==> src/rtl/bullet_engine_pkg.sv <==
// Shared types and constants for the single-bullet attack engine.
// Pattern entries, FSM states, colour codes and play-area limits live here.
package bullet_pkg;

    localparam int          AREA_MAX    = 200;
    localparam int          GAP_FRAMES  = 30;
    localparam int          HIT_DIST    = 16;
    localparam int          BLUE_DIST   = 58;
    localparam logic [7:0]  DMG         = 8'd4;
    localparam logic [3:0]  BATTLE_CODE = 4'b1001;

    localparam logic [1:0]  C_WHITE = 2'd0;
    localparam logic [1:0]  C_GREEN = 2'd1;
    localparam logic [1:0]  C_BLUE  = 2'd2;

    typedef enum logic [1:0] {
        IDLE  = 2'd0,
        SPAWN = 2'd1,
        MOVE  = 2'd2,
        GAP   = 2'd3
    } state_t;

    typedef struct packed {
        logic [7:0]        x;
        logic [7:0]        y;
        logic signed [7:0] dx;
        logic signed [7:0] dy;
        logic [1:0]        color;
    } pattern_t;

    function automatic logic [7:0] abs_diff(input logic [7:0] a, input logic [7:0] b);
        return (a >= b) ? (a - b) : (b - a);
    endfunction

endpackage

==> src/rtl/bullet_engine_if.sv <==
// Bundle between the bullet engine, its frame/state/player sources and the renderer.
// master = engine side; slave = environment side. fsm_state exposes the engine FSM for debug.
interface bullet_engine_if;
    logic                  vsync;
    logic [31:0]           state;
    logic [15:0]           playerPos;
    logic [15:0]           bulletPos;
    logic [1:0]            bulletColor;
    logic                  isRender;
    logic [7:0]            damage;
    logic                  heal;
    logic [2:0]            patIdx;
    bullet_pkg::state_t    fsm_state;

    modport master (
        input  vsync, state, playerPos,
        output bulletPos, bulletColor, isRender, damage, heal, patIdx, fsm_state
    );

    modport slave (
        output vsync, state, playerPos,
        input  bulletPos, bulletColor, isRender, damage, heal, patIdx, fsm_state
    );
endinterface

==> src/rtl/bullet_pattern_rom.sv <==
// Fixed 8-entry attack pattern table: start position, per-frame velocity and colour.
module bullet_pattern_rom
    import bullet_pkg::*;
(
    input  logic [2:0] idx,
    output pattern_t   entry
);
    always_comb begin
        entry = '{8'd0, 8'd100, 8'sd4, 8'sd0, C_WHITE};
        case (idx)
            3'd0: entry = '{8'd0,   8'd100,  8'sd4,  8'sd0, C_WHITE};
            3'd1: entry = '{8'd200, 8'd40,  -8'sd3,  8'sd0, C_WHITE};
            3'd2: entry = '{8'd100, 8'd0,    8'sd0,  8'sd2, C_GREEN};
            3'd3: entry = '{8'd0,   8'd100,  8'sd1,  8'sd0, C_BLUE};
            3'd4: entry = '{8'd0,   8'd0,    8'sd3,  8'sd3, C_WHITE};
            3'd5: entry = '{8'd200, 8'd0,   -8'sd3,  8'sd3, C_WHITE};
            3'd6: entry = '{8'd60,  8'd200,  8'sd0, -8'sd4, C_GREEN};
            3'd7: entry = '{8'd140, 8'd200,  8'sd0, -8'sd5, C_WHITE};
            default: ;
        endcase
    end
endmodule

==> src/rtl/bullet_engine.sv <==
// Single-bullet engine: spawns pattern entries, moves them once per frame,
// detects hits against the player heart and emits one-cycle damage/heal pulses.
module bullet_engine
    import bullet_pkg::*;
(
    input  logic            clk,
    input  logic            reset,
    bullet_engine_if.master bus
);
    state_t            st, st_next;
    logic              vs_d, tick, en, moved;
    logic [15:0]       prev_pos;
    logic [7:0]        x, y;
    logic signed [7:0] dx, dy;
    logic [1:0]        color;
    logic              blue_hit, is_render, heal_q;
    logic [4:0]        gap;
    logic [2:0]        pat_idx;
    logic [7:0]        damage_q;
    pattern_t          rom_entry;

    logic [7:0] ax, ay;
    logic [9:0] nx, ny;
    logic       out_xy, in_box, in_blue_box;
    logic       do_spawn, do_move, do_despawn, hit_dmg, hit_heal, set_blue, gap_dec;
    logic       unused_bits;

    bullet_pattern_rom u_rom (.idx(pat_idx), .entry(rom_entry));

    assign tick        = bus.vsync & ~vs_d;
    assign en          = (bus.state[31:28] == BATTLE_CODE);
    assign moved       = (bus.playerPos != prev_pos);
    assign unused_bits = ^bus.state[27:0];

    assign ax = abs_diff(x, bus.playerPos[15:8]);
    assign ay = abs_diff(y, bus.playerPos[7:0]);
    // Sign-extended step; bit 9 set means the bullet left through the zero edge.
    assign nx = {2'b00, x} + {{2{dx[7]}}, dx};
    assign ny = {2'b00, y} + {{2{dy[7]}}, dy};
    assign out_xy = nx[9] || (nx > 10'(AREA_MAX)) || ny[9] || (ny > 10'(AREA_MAX));
    assign in_box      = (ax <= 8'(HIT_DIST))  && (ay <= 8'(HIT_DIST));
    assign in_blue_box = (ax <= 8'(BLUE_DIST)) && (ay <= 8'(BLUE_DIST));

    always_comb begin
        st_next    = st;
        do_spawn   = 1'b0;
        do_move    = 1'b0;
        do_despawn = 1'b0;
        hit_dmg    = 1'b0;
        hit_heal   = 1'b0;
        set_blue   = 1'b0;
        gap_dec    = 1'b0;
        if (!en) begin
            st_next = IDLE;
        end else begin
            case (st)
                IDLE: if (tick) st_next = SPAWN;
                SPAWN: begin
                    do_spawn = 1'b1;
                    st_next  = MOVE;
                end
                MOVE: if (tick) begin
                    if (color != C_BLUE && in_box) begin
                        // Hit wins over leaving the area: one pulse, one despawn.
                        do_despawn = 1'b1;
                        hit_heal   = (color == C_GREEN);
                        hit_dmg    = (color != C_GREEN);
                    end else begin
                        if (color == C_BLUE && in_blue_box && moved && !blue_hit) begin
                            hit_dmg  = 1'b1;
                            set_blue = 1'b1;
                        end
                        if (out_xy) do_despawn = 1'b1;
                        else        do_move    = 1'b1;
                    end
                    if (do_despawn) st_next = GAP;
                end
                GAP: if (tick) begin
                    if (gap == 5'd0) st_next = SPAWN;
                    else             gap_dec = 1'b1;
                end
                default: st_next = IDLE;
            endcase
        end
    end

    always_ff @(posedge clk) begin
        if (reset) begin
            st        <= IDLE;
            vs_d      <= 1'b1;
            prev_pos  <= '0;
            x         <= '0;
            y         <= '0;
            dx        <= '0;
            dy        <= '0;
            color     <= C_WHITE;
            blue_hit  <= 1'b0;
            is_render <= 1'b0;
            gap       <= '0;
            pat_idx   <= '0;
            damage_q  <= '0;
            heal_q    <= 1'b0;
        end else begin
            st       <= st_next;
            vs_d     <= bus.vsync;
            damage_q <= hit_dmg ? DMG : 8'd0;
            heal_q   <= hit_heal;
            if (tick) prev_pos <= bus.playerPos;
            if (!en) begin
                is_render <= 1'b0;
                pat_idx   <= '0;
            end
            if (do_spawn) begin
                x         <= rom_entry.x;
                y         <= rom_entry.y;
                dx        <= rom_entry.dx;
                dy        <= rom_entry.dy;
                color     <= rom_entry.color;
                is_render <= 1'b1;
                blue_hit  <= 1'b0;
            end
            if (set_blue) blue_hit <= 1'b1;
            if (do_move) begin
                x <= nx[7:0];
                y <= ny[7:0];
            end
            if (do_despawn) begin
                is_render <= 1'b0;
                pat_idx   <= pat_idx + 3'd1;
                gap       <= 5'(GAP_FRAMES - 1);
            end
            if (gap_dec) gap <= gap - 5'd1;
        end
    end

    assign bus.bulletPos   = {x, y};
    assign bus.bulletColor = color;
    assign bus.isRender    = is_render;
    assign bus.damage      = damage_q;
    assign bus.heal        = heal_q;
    assign bus.patIdx      = pat_idx;
    assign bus.fsm_state   = st;
endmodule

==> src/flat_wrapper.sv <==
// flat-port wrapper written by rule: the top's interface ports become plain ports
module bullet_engine_flat import bullet_pkg::*;
  (clk, reset, bus_vsync, bus_state, bus_playerPos, bus_bulletPos, bus_bulletColor, bus_isRender, bus_damage, bus_heal, bus_patIdx, bus_fsm_state);
  bullet_engine_if bus_i ();
  input  logic clk;
  input  logic reset;
  input wire logic [$bits(bus_i.vsync)-1:0] bus_vsync;
  input wire logic [$bits(bus_i.state)-1:0] bus_state;
  input wire logic [$bits(bus_i.playerPos)-1:0] bus_playerPos;
  output wire logic [$bits(bus_i.bulletPos)-1:0] bus_bulletPos;
  output wire logic [$bits(bus_i.bulletColor)-1:0] bus_bulletColor;
  output wire logic [$bits(bus_i.isRender)-1:0] bus_isRender;
  output wire logic [$bits(bus_i.damage)-1:0] bus_damage;
  output wire logic [$bits(bus_i.heal)-1:0] bus_heal;
  output wire logic [$bits(bus_i.patIdx)-1:0] bus_patIdx;
  output wire logic [$bits(bus_i.fsm_state)-1:0] bus_fsm_state;
  assign bus_i.vsync = bus_vsync;
  assign bus_i.state = bus_state;
  assign bus_i.playerPos = bus_playerPos;
  assign bus_bulletPos = bus_i.bulletPos;
  assign bus_bulletColor = bus_i.bulletColor;
  assign bus_isRender = bus_i.isRender;
  assign bus_damage = bus_i.damage;
  assign bus_heal = bus_i.heal;
  assign bus_patIdx = bus_i.patIdx;
  assign bus_fsm_state = bus_i.fsm_state;
  bullet_engine u_core (.clk(clk), .reset(reset), .bus(bus_i));
endmodule
==> config.mk <==
export PLATFORM = sky130hd
export DESIGN_NAME = bullet_engine_flat
export DESIGN_NICKNAME = d
export VERILOG_FILES = /design/src/rtl/bullet_engine_pkg.sv /design/src/rtl/bullet_engine_if.sv /design/src/rtl/bullet_pattern_rom.sv /design/src/rtl/bullet_engine.sv /design/src/flat_wrapper.sv
export SDC_FILE = /design/constraint.sdc
export NUM_CORES = 1
export LEC_CHECK = 0
export BUFFER_PORTS_ARGS = -buffer_cell sky130_fd_sc_hd__buf_2
export CAP_MARGIN = 20
export CORE_UTILIZATION = 50
export DETAILED_ROUTE_END_ITERATION = 10
export PLACE_DENSITY = 0.71
export SYNTH_ARGS = -nofsm -noshare
export SYNTH_HDL_FRONTEND = slang
export SYNTH_SLANG_ARGS = --single-unit
==> constraint.sdc <==
create_clock -name clk -period 3.9 [get_ports clk]
set_input_delay 0.195 -clock clk [delete_from_list [all_inputs] [get_ports clk]]
set_output_delay 0.195 -clock clk [all_outputs]
set_load 0.02 [all_outputs]
==> impl_summary.log, run 1 <==
INFO  metric ys_ff_latch = between 70 and 80
INFO  metric crit_path_start_kind = flop
INFO  metric first_pass_iters = 5
INFO  metric total_leakage_power = roughly 3.1 nW
INFO  metric run_status = complete, but fails checks
INFO  metric worst_slew_pin_slew = roughly 1 ns
INFO  metric grt_max_degree = 38
INFO  metric area_leader_netlist = sky130_fd_sc_hd__dfxtp_1
INFO  metric std_cell_rows = 38
INFO  metric timing.critical_path.slowest_cell_delay = a little under 0.6 ns
INFO  metric synth_enable_flop_cells = 0
INFO  metric fill_cells = between 900 and 1000
INFO  metric fp.dieH = 108 um
INFO  metric place_congestion = about 0.96
INFO  metric cts_inserted_buffers = 9
INFO  metric post_synthesis_instance_area = roughly 0.0056 sq mm
INFO  metric pin_count = 84
INFO  metric avgSynthCellArea = about 8.2 sq um
INFO  metric remaining_drcs = 0
INFO  metric vias = ~5300
INFO  metric violations_in_the_final_reports = setup timing
INFO  metric synth.distinct_cells = 79
INFO  metric overall_fraction_of_global_route_tracks_in_use = 0.261
INFO  metric timing.final.crit_share = 1.01
INFO  metric antenna_left = 0
INFO  metric period_minus_slack = ~3.9 ns
INFO  metric report.final.setup_viol = 5
INFO  metric yosys_most_used_dff = sky130_fd_sc_hd__dfxtp_1
INFO  metric initial_util = 0.516
INFO  metric stdcell_area = 0.00702 sq mm
INFO  metric rsz0062_at_grt = yes
INFO  metric clock_tree_from_tritoncts = done
INFO  metric wl = 14.9 mm
INFO  metric diodes = 0
INFO  metric layout-area-overhead-vs-synth = 24.4%
INFO  metric post_drt_wl_per_cell = approximately 16 um
INFO  metric power_density = 269 mW/mm^2
INFO  metric critical_path_top_delay_cell = sky130_fd_sc_hd__or4b_4
INFO  metric antenna_found_initial = 0
INFO  metric core-area = about 0.011 sq mm
INFO  metric hold_slack = between 0.07 and 0.08 ns
INFO  metric cts.path.max_buffers = 2
INFO  metric grt_first_pass_wirelength = 23.8 mm
INFO  metric clock_sinks = 75
INFO  metric fp.dieArea = 0.0117 sq mm
INFO  metric total_negative_slack_for_setup_checks = -0.185 ns
INFO  metric finalWorstSetupSlack = -0.0491 ns
INFO  metric detail_route.vias_per_cell = 5.72
INFO  metric finalNetCount = ~900
INFO  metric post_route_cells_drive_above_1_share = 0.265
INFO  metric worst-endpoint-arrival = between 4 and 5 ns
INFO  metric portBuffers = 48
INFO  metric critical_path.endpoint_type = flop
INFO  metric synth_seq_area_share = 0.266
INFO  metric worstSetupPathType = reg2reg
INFO  metric synthesis.yosys.warnings = 0
INFO  metric max_freq = ~250 MHz
INFO  metric cts.clk_slew.worst_paths = approximately 0.060 ns
INFO  metric finalMaxSlewViolations = 0
INFO  metric max_slew_margin = 0.352
INFO  metric crit_required = 4.13 ns
INFO  metric timing.final.hold_violations = 0
INFO  metric clock-root-buffer = sky130_fd_sc_hd__clkbuf_16
INFO  metric commonest_non_fill_non_tap_cell_in_the_layout = sky130_fd_sc_hd__nand2_1
INFO  metric layout.cells.most_common_list = sky130_fd_sc_hd__nand2_1, sky130_fd_sc_hd__buf_4, sky130_fd_sc_hd__dfxtp_1
INFO  metric fin_skew = 0.00443 ns
INFO  metric postSynth.asyncResetShare = 0
INFO  metric detail_route.iter0.violations = about 290
INFO  metric final_core_util = 0.642
INFO  metric worstSkewPairLatency = 0.34 ns
INFO  metric placedInstanceArea = between 0.006 and 0.007 sq mm
INFO  metric cpLargestDelayFamily = simple AND/OR/NAND/NOR gates
INFO  metric critPathMaxFanout = 5
INFO  metric worstPathBufferInverterCount = 2
INFO  metric die_width = between 100 and 150 um
INFO  metric postSynthCellCount = 687
INFO  metric first_global_vias = between 5000 and 6000
INFO  metric design_power = roughly 0.0019 W
INFO  metric peakVddDrop = 335 uV
INFO  metric clock_tree.htree_level_count = 3
INFO  metric cap_violations = 0
INFO  metric hpwl = 11.5 mm
INFO  metric critical_path.cell_chain = clkinvlp_4, ha_4, nand4_1, buf_4, a31oi_4, nor2_4, mux2i_1, xnor2_1, nand4_1, or4b_4, a21oi_4, mux2_4, nand2_1, ha_2, mux2_4
INFO  metric globalRoute.totalOverflow = 0
INFO  metric synth_largest_type_area_fraction = 0.266
INFO  metric timing.hold.worst.class = in2reg
INFO  metric hold_buffers = 0
INFO  metric synth_area_leaders = sky130_fd_sc_hd__dfxtp_1, sky130_fd_sc_hd__ha_1, sky130_fd_sc_hd__nand2_1, sky130_fd_sc_hd__a21oi_1, sky130_fd_sc_hd__xnor2_1
==> where the power goes <==
group          total [W]  internal, W  switching [W]
logic           0.000219    0.0000966       0.000123
registers       0.000776     0.000772     0.00000405
clock network   0.000890     0.000565       0.000325
==> layout make-up <==
cell class	instances	area, sq um	area share
flip-flops and latches	75	1520	0.216
repair buffers	118	798	0.114
well taps	140	175	0.0250
clock buffers	11	233	0.0332
multi-input cells	525	3990	0.568
inverters	57	223	0.0317
clock inverters	5	86.3	0.0123
==> Yosys cell counts, types with 5 or more instances <==
cell,instances
sky130_fd_sc_hd__mux2i_1,21
sky130_fd_sc_hd__a21o_1,15
sky130_fd_sc_hd__clkbuf_1,15
sky130_fd_sc_hd__nand3_1,12
sky130_fd_sc_hd__and3_1,6
sky130_fd_sc_hd__nand4_1,9
sky130_fd_sc_hd__xor2_1,5
sky130_fd_sc_hd__fa_1,6
sky130_fd_sc_hd__nand3b_1,7
sky130_fd_sc_hd__a211oi_1,13
sky130_fd_sc_hd__ha_1,58
sky130_fd_sc_hd__nand2_1,79
sky130_fd_sc_hd__buf_2,6
sky130_fd_sc_hd__nor2b_1,6
sky130_fd_sc_hd__dfxtp_1,75
sky130_fd_sc_hd__o211ai_1,6
sky130_fd_sc_hd__o21ai_0,17
sky130_fd_sc_hd__and2_1,8
sky130_fd_sc_hd__xnor2_1,28
sky130_fd_sc_hd__o21a_1,5
sky130_fd_sc_hd__a311oi_1,8
sky130_fd_sc_hd__nor3_1,20
sky130_fd_sc_hd__a21oi_1,57
sky130_fd_sc_hd__buf_4,12
sky130_fd_sc_hd__nor2_1,42
sky130_fd_sc_hd__inv_1,56
==> per-layer routing <==
| metal | part of all wire | GRT usage | vias up |
|---|---|---|---|
| met4 | 0.024 | 0.0841 | 0 |
| met1 | 0.46 | 0.327 | 2530 |
| met5 | 0 | 0 | - |
| met2 | 0.47 | 0.443 | 143 |
| li1 | - | - | 2617 |
| met3 | 0.048 | 0.0579 | 32 |
==> path summary, 6_finish.rpt <==
kind	from	endpoint	slack [ns]	cells past startpoint
worst max-delay path	u_core.y[1]$_SDFFE_PP0P_	u_core.u_rom.entry[24]$_DFF_P_	-0.05	15
worst min-delay path	bus_vsync	u_core.vs_d$_SDFF_PP1_	0.08	2
worst max register to register	u_core.y[1]$_SDFFE_PP0P_	u_core.u_rom.entry[24]$_DFF_P_	-0.05	15
worst min register to register	u_core.u_rom.entry[11]$_SDFF_PP0_	u_core.dx[1]$_SDFFE_PP0P_	0.43	2
==> state kept, by name, indices dropped and copies added, names as in the netlist, 2 cells and up <==
signal and flops:
u_core.bus.bulletColor 2, u_core.bus.fsm_state 2, u_core.bus.patIdx 3, u_core.dx 4
u_core.dy 4, u_core.gap 5, u_core.prev_pos 16, u_core.u_rom.entry 18
u_core.x 8, u_core.y 8
==> stage by stage <==
stage          cells  worst slack (ns)
2_1_floorplan    693           0.00127
3_3_place_gp     905           -0.0318
3_5_place_dp     905            -0.203
4_1_cts          925            0.0129
5_1_grt          931            -0.236
6_report         931           -0.0491
==> logic make-up after synthesis <==
family | share of synthesized area
adder cells (fa/ha/maj) | 0.150
multiplexers | 0.0479
other | 0.000664
XOR/XNOR | 0.0512
flip-flops | 0.266
AND/OR/NAND/NOR | 0.188
AO/OA/AOI/OAI | 0.223
buffers and inverters | 0.0734
==> repair_timing <==
action / in CTS / in global routing
endpoints found under the setup margin: 10 / 21
pin swaps: 11 / 15
buffers inserted: 4 / 6
resized for setup: 19 / 33
Note: power is estimated with default switching activity, not from simulation.
==> run 2: changes to the inputs <==
ABC_AREA = 1   (was unset)
==> run 2 against run 1 <==
Against the previous run: the run now ends clean; critical path type unchanged; clock power decreased by 6.1%; maximum frequency increased by 16%; via count is 1.8% higher; synthesized cell count grew 26%; combinational power shrank 9.6%; core utilization down 7.3 points; sequential share of layout area up 1.5 points; clock skew grew 0.0011 ns; area after synthesis is 4.0% higher; non-clock buffer count fell by 65; register-to-register slack gained 0.55 ns; sequential power is 0.6% higher.
==> impl_summary.log, run 2 <==
INFO  metric run_status = completed
INFO  metric post_drt_wl_per_cell = roughly 13 um
INFO  metric timing.final.hold_violations = 0
INFO  metric grt_first_pass_wirelength = approximately 23 mm
INFO  metric post_cts_resized = 0
INFO  metric std_cell_rows = 39
INFO  metric power_density = 279 mW/mm^2
INFO  metric overall_fraction_of_global_route_tracks_in_use = 0.241
INFO  metric die_width = around 110 um
INFO  metric total_leakage_power = between 3 and 4 nW
INFO  metric ff2ff_setup_slack = roughly 0.5 ns
INFO  metric clock_tree.htree_level_count = 3
INFO  metric max_slew_margin = 0.405
INFO  metric worstSkewPairLatency = 0.34 ns
INFO  metric cap_violations = 0
INFO  metric antenna_found_initial = 0
INFO  metric cts.path.max_buffers = 2
INFO  metric pin_count = 84
INFO  metric remaining_drcs = 0
INFO  metric initial_util = 0.514
INFO  metric synth_area_leaders = sky130_fd_sc_hd__dfxtp_1, sky130_fd_sc_hd__nand2_1, sky130_fd_sc_hd__ha_1, sky130_fd_sc_hd__inv_1, sky130_fd_sc_hd__nand3_1
INFO  metric finalMaxSlewViolations = 0
INFO  metric grt_max_degree = 34
INFO  metric worst-endpoint-arrival = around 3.6 ns
INFO  metric crit_path_start_kind = flop
INFO  metric worstSetupPathType = reg2reg
INFO  metric area_leader_netlist = sky130_fd_sc_hd__dfxtp_1
INFO  metric hold_buffers = 0
INFO  metric rsz0062_at_grt = no
INFO  metric max_freq = 294 MHz
INFO  metric cts.clk_slew.worst_paths = 0.06 ns
INFO  metric peakVddDrop = about 220 uV
INFO  metric critical_path_top_delay_cell = sky130_fd_sc_hd__dfxtp_1
INFO  metric netlist_top_cells_count = sky130_fd_sc_hd__nand2_1, sky130_fd_sc_hd__inv_1, sky130_fd_sc_hd__dfxtp_1
INFO  metric synth_largest_type_area_fraction = 0.256
INFO  metric critPathMaxFanout = 7
INFO  metric layout.cells.most_common_list = sky130_fd_sc_hd__nand2_1, sky130_fd_sc_hd__inv_1, sky130_fd_sc_hd__dfxtp_1
INFO  metric fp.dieArea = approximately 0.012 sq mm
INFO  metric synth_enable_flop_cells = 0
INFO  metric vias = about 5400
INFO  metric critical_path.reg2reg.startpoint = u_core.x[1]$_SDFFE_PP0P_
INFO  metric timing.critical_path.slowest_cell_delay = 0.50 ns
INFO  metric postSynthCellCount = slightly below 900
INFO  metric timing.hold.worst.class = in2reg
INFO  metric critical_path.most_common_cell = sky130_fd_sc_hd__nand2_1
INFO  metric fp.dieH = 110 um
INFO  metric detail_route.iter0.violations = a little under 400
INFO  metric report.final.setup_viol = 0
INFO  metric worstSetupEndpoint = u_core.u_rom.entry[24]$_DFF_P_
INFO  metric worst_slew_pin_slew = 0.891 ns
INFO  metric timing.final.crit_share = 0.872
INFO  metric timing.critical_path.from = u_core.x[1]$_SDFFE_PP0P_
INFO  metric antenna_left = 0
INFO  metric period_minus_slack = roughly 3.4 ns
INFO  metric cts_inserted_buffers = 9
INFO  metric post_route_cells_drive_above_1_share = 0.125
INFO  metric ys_ff_latch = 75
INFO  metric clock_sinks = 75
INFO  metric first_global_vias = around 5000
INFO  metric yosys_most_used_dff = sky130_fd_sc_hd__dfxtp_1
INFO  metric commonest_non_fill_non_tap_cell_in_the_layout = sky130_fd_sc_hd__nand2_1
INFO  metric clock_tree_from_tritoncts = done
INFO  metric core-area = between 0.01 and 0.015 sq mm
INFO  metric synth.distinct_cells = between 40 and 50
INFO  metric critical_path.cell_chain = inv_1, fa_1, nand3b_1, nand2_1, xnor2_1, nand3_1, nand3_1, nand3_1, nor2_4, nand2_8, nand2_4, nand3_1, nand2_1, nand2_1, ha_1, nand2_1, nand2_1
INFO  metric hpwl = ~11 mm
INFO  metric portBuffers = 48
INFO  metric fin_skew = roughly 0.0055 ns
INFO  metric post_synthesis_instance_area = 0.00587 sq mm
INFO  metric avgSynthCellArea = approximately 6.8 sq um
INFO  metric layout-area-overhead-vs-synth = 10.7%
INFO  metric place_congestion = just under 0.9
INFO  metric total_negative_slack_for_setup_checks = 0 ns
INFO  metric synthesis.yosys.warnings = 0
INFO  metric synth_seq_area_share = 0.256
INFO  metric first_pass_iters = 5
INFO  metric clock-root-buffer = sky130_fd_sc_hd__clkbuf_16
INFO  metric largest_reg_flops = 18
INFO  metric wl = around 14 mm
INFO  metric diodes = 0
INFO  metric final_core_util = 0.569
INFO  metric finalNetCount = slightly above 1000
INFO  metric timing.reg2reg.worst_path_depth = 17
INFO  metric critical_path.endpoint_type = flop
INFO  metric most_frequent_cell_after_synthesis = sky130_fd_sc_hd__nand2_1
INFO  metric crit_required = around 4.1 ns
INFO  metric globalRoute.totalOverflow = 0
INFO  metric hold_slack = around 0.063 ns
INFO  metric detail_route.vias_per_cell = 5.12
INFO  metric post_cts.repair.setup_buffers = 0
INFO  metric reg2reg_to = u_core.u_rom.entry[24]$_DFF_P_
INFO  metric postSynth.asyncResetShare = 0
[run 2: changes by cell type after synthesis, sizes merged, moves of 10 or more]
cell and change:
a21o -14, nand2 +185, inv +68, mux2i -22
o21ai +10, xor2 +12, nor3 -17, xnor2 -17
nand3 +66, a211oi -13
[run 2: metal layers]
metal	GRT usage	wire length, um	vias to the layer above
met2	0.413	6440	98
met1	0.303	6510	2429
met3	0.0547	513	14
met4	0.0620	206	0
met5	0	0	-
li1	-	-	2878
[run 2: logic make-up after synthesis]
logic type	Yosys count	share of synthesized area
compound gates	124	0.117
simple gates	424	0.334
xor+xnor	28	0.0418
buf+inv	153	0.106
fa+ha+maj	64	0.144
other cells	1	0.000639
flops	75	0.256
[run 2: layout make-up]
class	count	area, sq um
inverters	125	469
repair buffers	53	278
clock inverters	5	62.6
well taps	143	179
fillers	1147	4920
multi-input cells	647	3770
flip-flops and latches	75	1500
clock buffers	10	239
[run 2: worst min path at each step]
stage                                   endpoint      start  cells after the start  slack, ns
final                     u_core.vs_d$_SDFF_PP1_  bus_vsync                      3       0.06
after global routing      u_core.vs_d$_SDFF_PP1_  bus_vsync                      3        0.1
after CTS                 u_core.vs_d$_SDFF_PP1_  bus_vsync                      3       0.06
after detailed placement  u_core.vs_d$_SDFF_PP1_  bus_vsync                      3       0.42
after global placement    u_core.vs_d$_SDFF_PP1_  bus_vsync                      3       0.41
after floorplan           u_core.vs_d$_SDFF_PP1_  bus_vsync                      2       0.29
[run 2: where the power goes]
| group | switching [W] | internal (W) |
|---|---|---|
| Sequential | 0.00000568 | 0.000776 |
| Combinational | 0.000129 | 0.0000689 |
| Clock | 0.000324 | 0.000512 |
| Total | 0.000459 | 0.00136 |
[run 2: metrics by stage]
stage / setup slack (ns) / power (W) / cells / cell area (sq um)
finish: 0.499 / 0.00182 / 1058 / 6500
global route: 0.0962 / 0.00189 / 1058 / 6500
CTS: 0.509 / 0.00183 / 1058 / 6500
detailed placement: 0.521 / 0.000994 / 1043 / 6200
global placement: 0.524 / 0.000994 / 1043 / 6200
floorplan: 0.871 / 0.000950 / 875 / 5890
[run 2: worst max-delay path, delay by kind of cell (launching register included)]
kind / cells / cell delay, ns
XOR/XNOR: 1 / 0.17
adder cells (fa/ha/maj): 2 / 0.86
buffers and inverters: 1 / 0.21
flip-flops: 1 / 0.50
AND/OR/NAND/NOR: 13 / 1.55
==> run 3: changes to the inputs <==
CORE_UTILIZATION = 53   (was 50)
PLACE_DENSITY = 0.75   (was 0.71)
==> run 3 against run 2 <==
Against the previous run: the run now ends with DRC left; non-clock buffer count fell by 1; global-route usage rose by 0.73 points; via count rose by 0.41%; clock power fell by 22%; design area fell by 1.5%; first-iteration DRC count fell by 0.51%; maximum frequency fell by 1.8%; sequential share of layout area rose by 0.36 points; critical path depth rose by 8; core utilization rose by 2.4 points; worst setup slack got worse by 0.062 ns; critical endpoint is now u_core.u_rom.entry[28]$_DFF_P_; largest power group is now registers.
==> impl_summary.log, run 3 (synthesized netlist as in run 2, its figures left out) <==
INFO  metric worst-endpoint-arrival = between 3 and 4 ns
INFO  metric violations_in_the_final_reports = DRC
INFO  metric critical_path.most_common_cell = sky130_fd_sc_hd__nand2_1
INFO  metric finalNetCount = just over 1000
INFO  metric timing.final.crit_share = 0.888
INFO  metric fp.dieArea = 0.0115 sq mm
INFO  metric first_global_vias = approximately 4900
INFO  metric design_power = around 0.0016 W
INFO  metric total_negative_slack_for_setup_checks = 0 ns
INFO  metric critPathMaxFanout = 8
INFO  metric clock_tree_from_tritoncts = done
INFO  metric max_slew_margin = 0.418
INFO  metric period_minus_slack = 3.46 ns
INFO  metric critical_path.endpoint_type = flop
INFO  metric post_cts_resized = 0
INFO  metric total_leakage_power = around 3.3 nW
INFO  metric cap_violations = 0
INFO  metric fin_skew = between 0.005 and 0.006 ns
INFO  metric worst_slew_pin_slew = 0.872 ns
INFO  metric post_cts.repair.setup_buffers = 0
INFO  metric hold_buffers = 0
INFO  metric portBuffers = 48
INFO  metric rsz0062_at_grt = no
INFO  metric grt_first_pass_wirelength = around 23 mm
INFO  metric detail_route.vias_per_cell = 5.16
INFO  metric timing.critical_path.slowest_cell_delay = about 0.43 ns
INFO  metric initial_util = 0.544
INFO  metric timing.hold.worst.class = in2reg
INFO  metric post_drt_wl_per_cell = 12.7 um
INFO  metric globalRoute.totalOverflow = 0
INFO  metric post_route_cells_drive_above_1_share = 0.124
INFO  metric power_density = 255 mW/mm^2
INFO  metric wl = 13.4 mm
INFO  metric largest_reg_flops = 18
INFO  metric antenna_left = 0
INFO  metric run_status = complete, but fails checks
INFO  metric die_width = 107 um
INFO  metric layout.cells.most_common_list = sky130_fd_sc_hd__nand2_1, sky130_fd_sc_hd__inv_1, sky130_fd_sc_hd__dfxtp_1
INFO  metric worstSkewPairLatency = 0.35 ns
INFO  metric cts_inserted_buffers = 9
INFO  metric remaining_drcs = 1
INFO  metric fill_cells = 1051
INFO  metric vias = 5441
INFO  metric pin_count = 84
INFO  metric ff2ff_setup_slack = between 0.4 and 0.5 ns
INFO  metric max_freq = between 200 and 300 MHz
INFO  metric clock_sinks = 75
INFO  metric first_pass_iters = 8
INFO  metric commonest_non_fill_non_tap_cell_in_the_layout = sky130_fd_sc_hd__nand2_1
INFO  metric worstSetupPathType = reg2reg
INFO  metric crit_required = slightly above 4 ns
INFO  metric cts.path.max_buffers = 2
INFO  metric clock-root-buffer = sky130_fd_sc_hd__clkbuf_8
INFO  metric cts.clk_slew.worst_paths = ~0.08 ns
INFO  metric peakVddDrop = ~210 uV
INFO  metric fp.dieH = 107 um
INFO  metric critical_path_top_delay_cell = sky130_fd_sc_hd__fa_1
INFO  metric clock_tree.htree_level_count = 3
INFO  metric diodes = 0
INFO  metric grt_max_degree = 34
INFO  metric report.final.setup_viol = 0
INFO  metric hpwl = 10.5 mm
INFO  metric timing.final.hold_violations = 0
INFO  metric antenna_found_initial = 0
INFO  metric detail_route.iter0.violations = 389
INFO  metric std_cell_rows = 38
INFO  metric crit_path_start_kind = flop
INFO  metric layout-area-overhead-vs-synth = 9.01%
INFO  metric core-area = between 0.01 and 0.015 sq mm
INFO  metric overall_fraction_of_global_route_tracks_in_use = 0.248
INFO  metric place_congestion = 0.891
INFO  metric finalMaxSlewViolations = 0
## run 3: final cells by class
class / count / area (sq um) / area share
Clock buffer: 9 / 124 / 0.0194
Clock inverter: 6 / 90.1 / 0.0141
Inverter: 125 / 469 / 0.0733
Multi-Input combinational cell: 647 / 3770 / 0.589
Sequential cell: 75 / 1500 / 0.235
Tap cell: 140 / 175 / 0.0274
Timing Repair Buffer: 52 / 270 / 0.0422
## run 3: through the flow
stage / util / setup slack, ns / instance area [sq um] / std cells / hold slack [ns]
2_1_floorplan: - / 0.871 / 5890 / 875 / 0.291
3_3_place_gp: 0.573 / 0.503 / 6190 / 1039 / 0.410
3_5_place_dp: 0.573 / 0.468 / 6190 / 1039 / 0.414
4_1_cts: 0.593 / 0.443 / 6400 / 1054 / 0.0382
5_1_grt: 0.593 / 0.0853 / 6400 / 1054 / 0.0691
6_report: 0.593 / 0.438 / 6400 / 1054 / 0.0468
## run 3: worst max-delay path, delay by kind of cell (launching register included)
family / cells / cell delay (ns)
buffers and inverters: 4 / 0.34
adder cells (fa/ha/maj): 3 / 0.85
flip-flops: 1 / 0.36
AND/OR/NAND/NOR: 18 / 1.79
## run 3: final timing paths
kind | start | endpoint | depth (start not counted)
hold reg to reg | u_core.u_rom.entry[12]$_DFF_P_ | u_core.dx[2]$_SDFFE_PP0P_ | 2
hold / removal | bus_vsync | u_core.vs_d$_SDFF_PP1_ | 3
setup reg to reg | u_core.y[0]$_SDFFE_PP0P_ | u_core.u_rom.entry[28]$_DFF_P_ | 25
setup / recovery | u_core.y[0]$_SDFFE_PP0P_ | u_core.u_rom.entry[28]$_DFF_P_ | 25
## run 3: power breakdown
group	switching, W	total [W]	internal (W)
Clock	0.000296	0.000655	0.000359
Sequential	0.00000575	0.000780	0.000774
Combinational	0.000127	0.000196	0.0000690
## run 3: layer usage
metal  global-route usage  vias up  share of wire
met3               0.0357       11          0.035
met2                0.423       98           0.47
met1                0.325     2471           0.48
li1                     -     2861              -
met5                    0        -              0
met4               0.0714        0          0.013
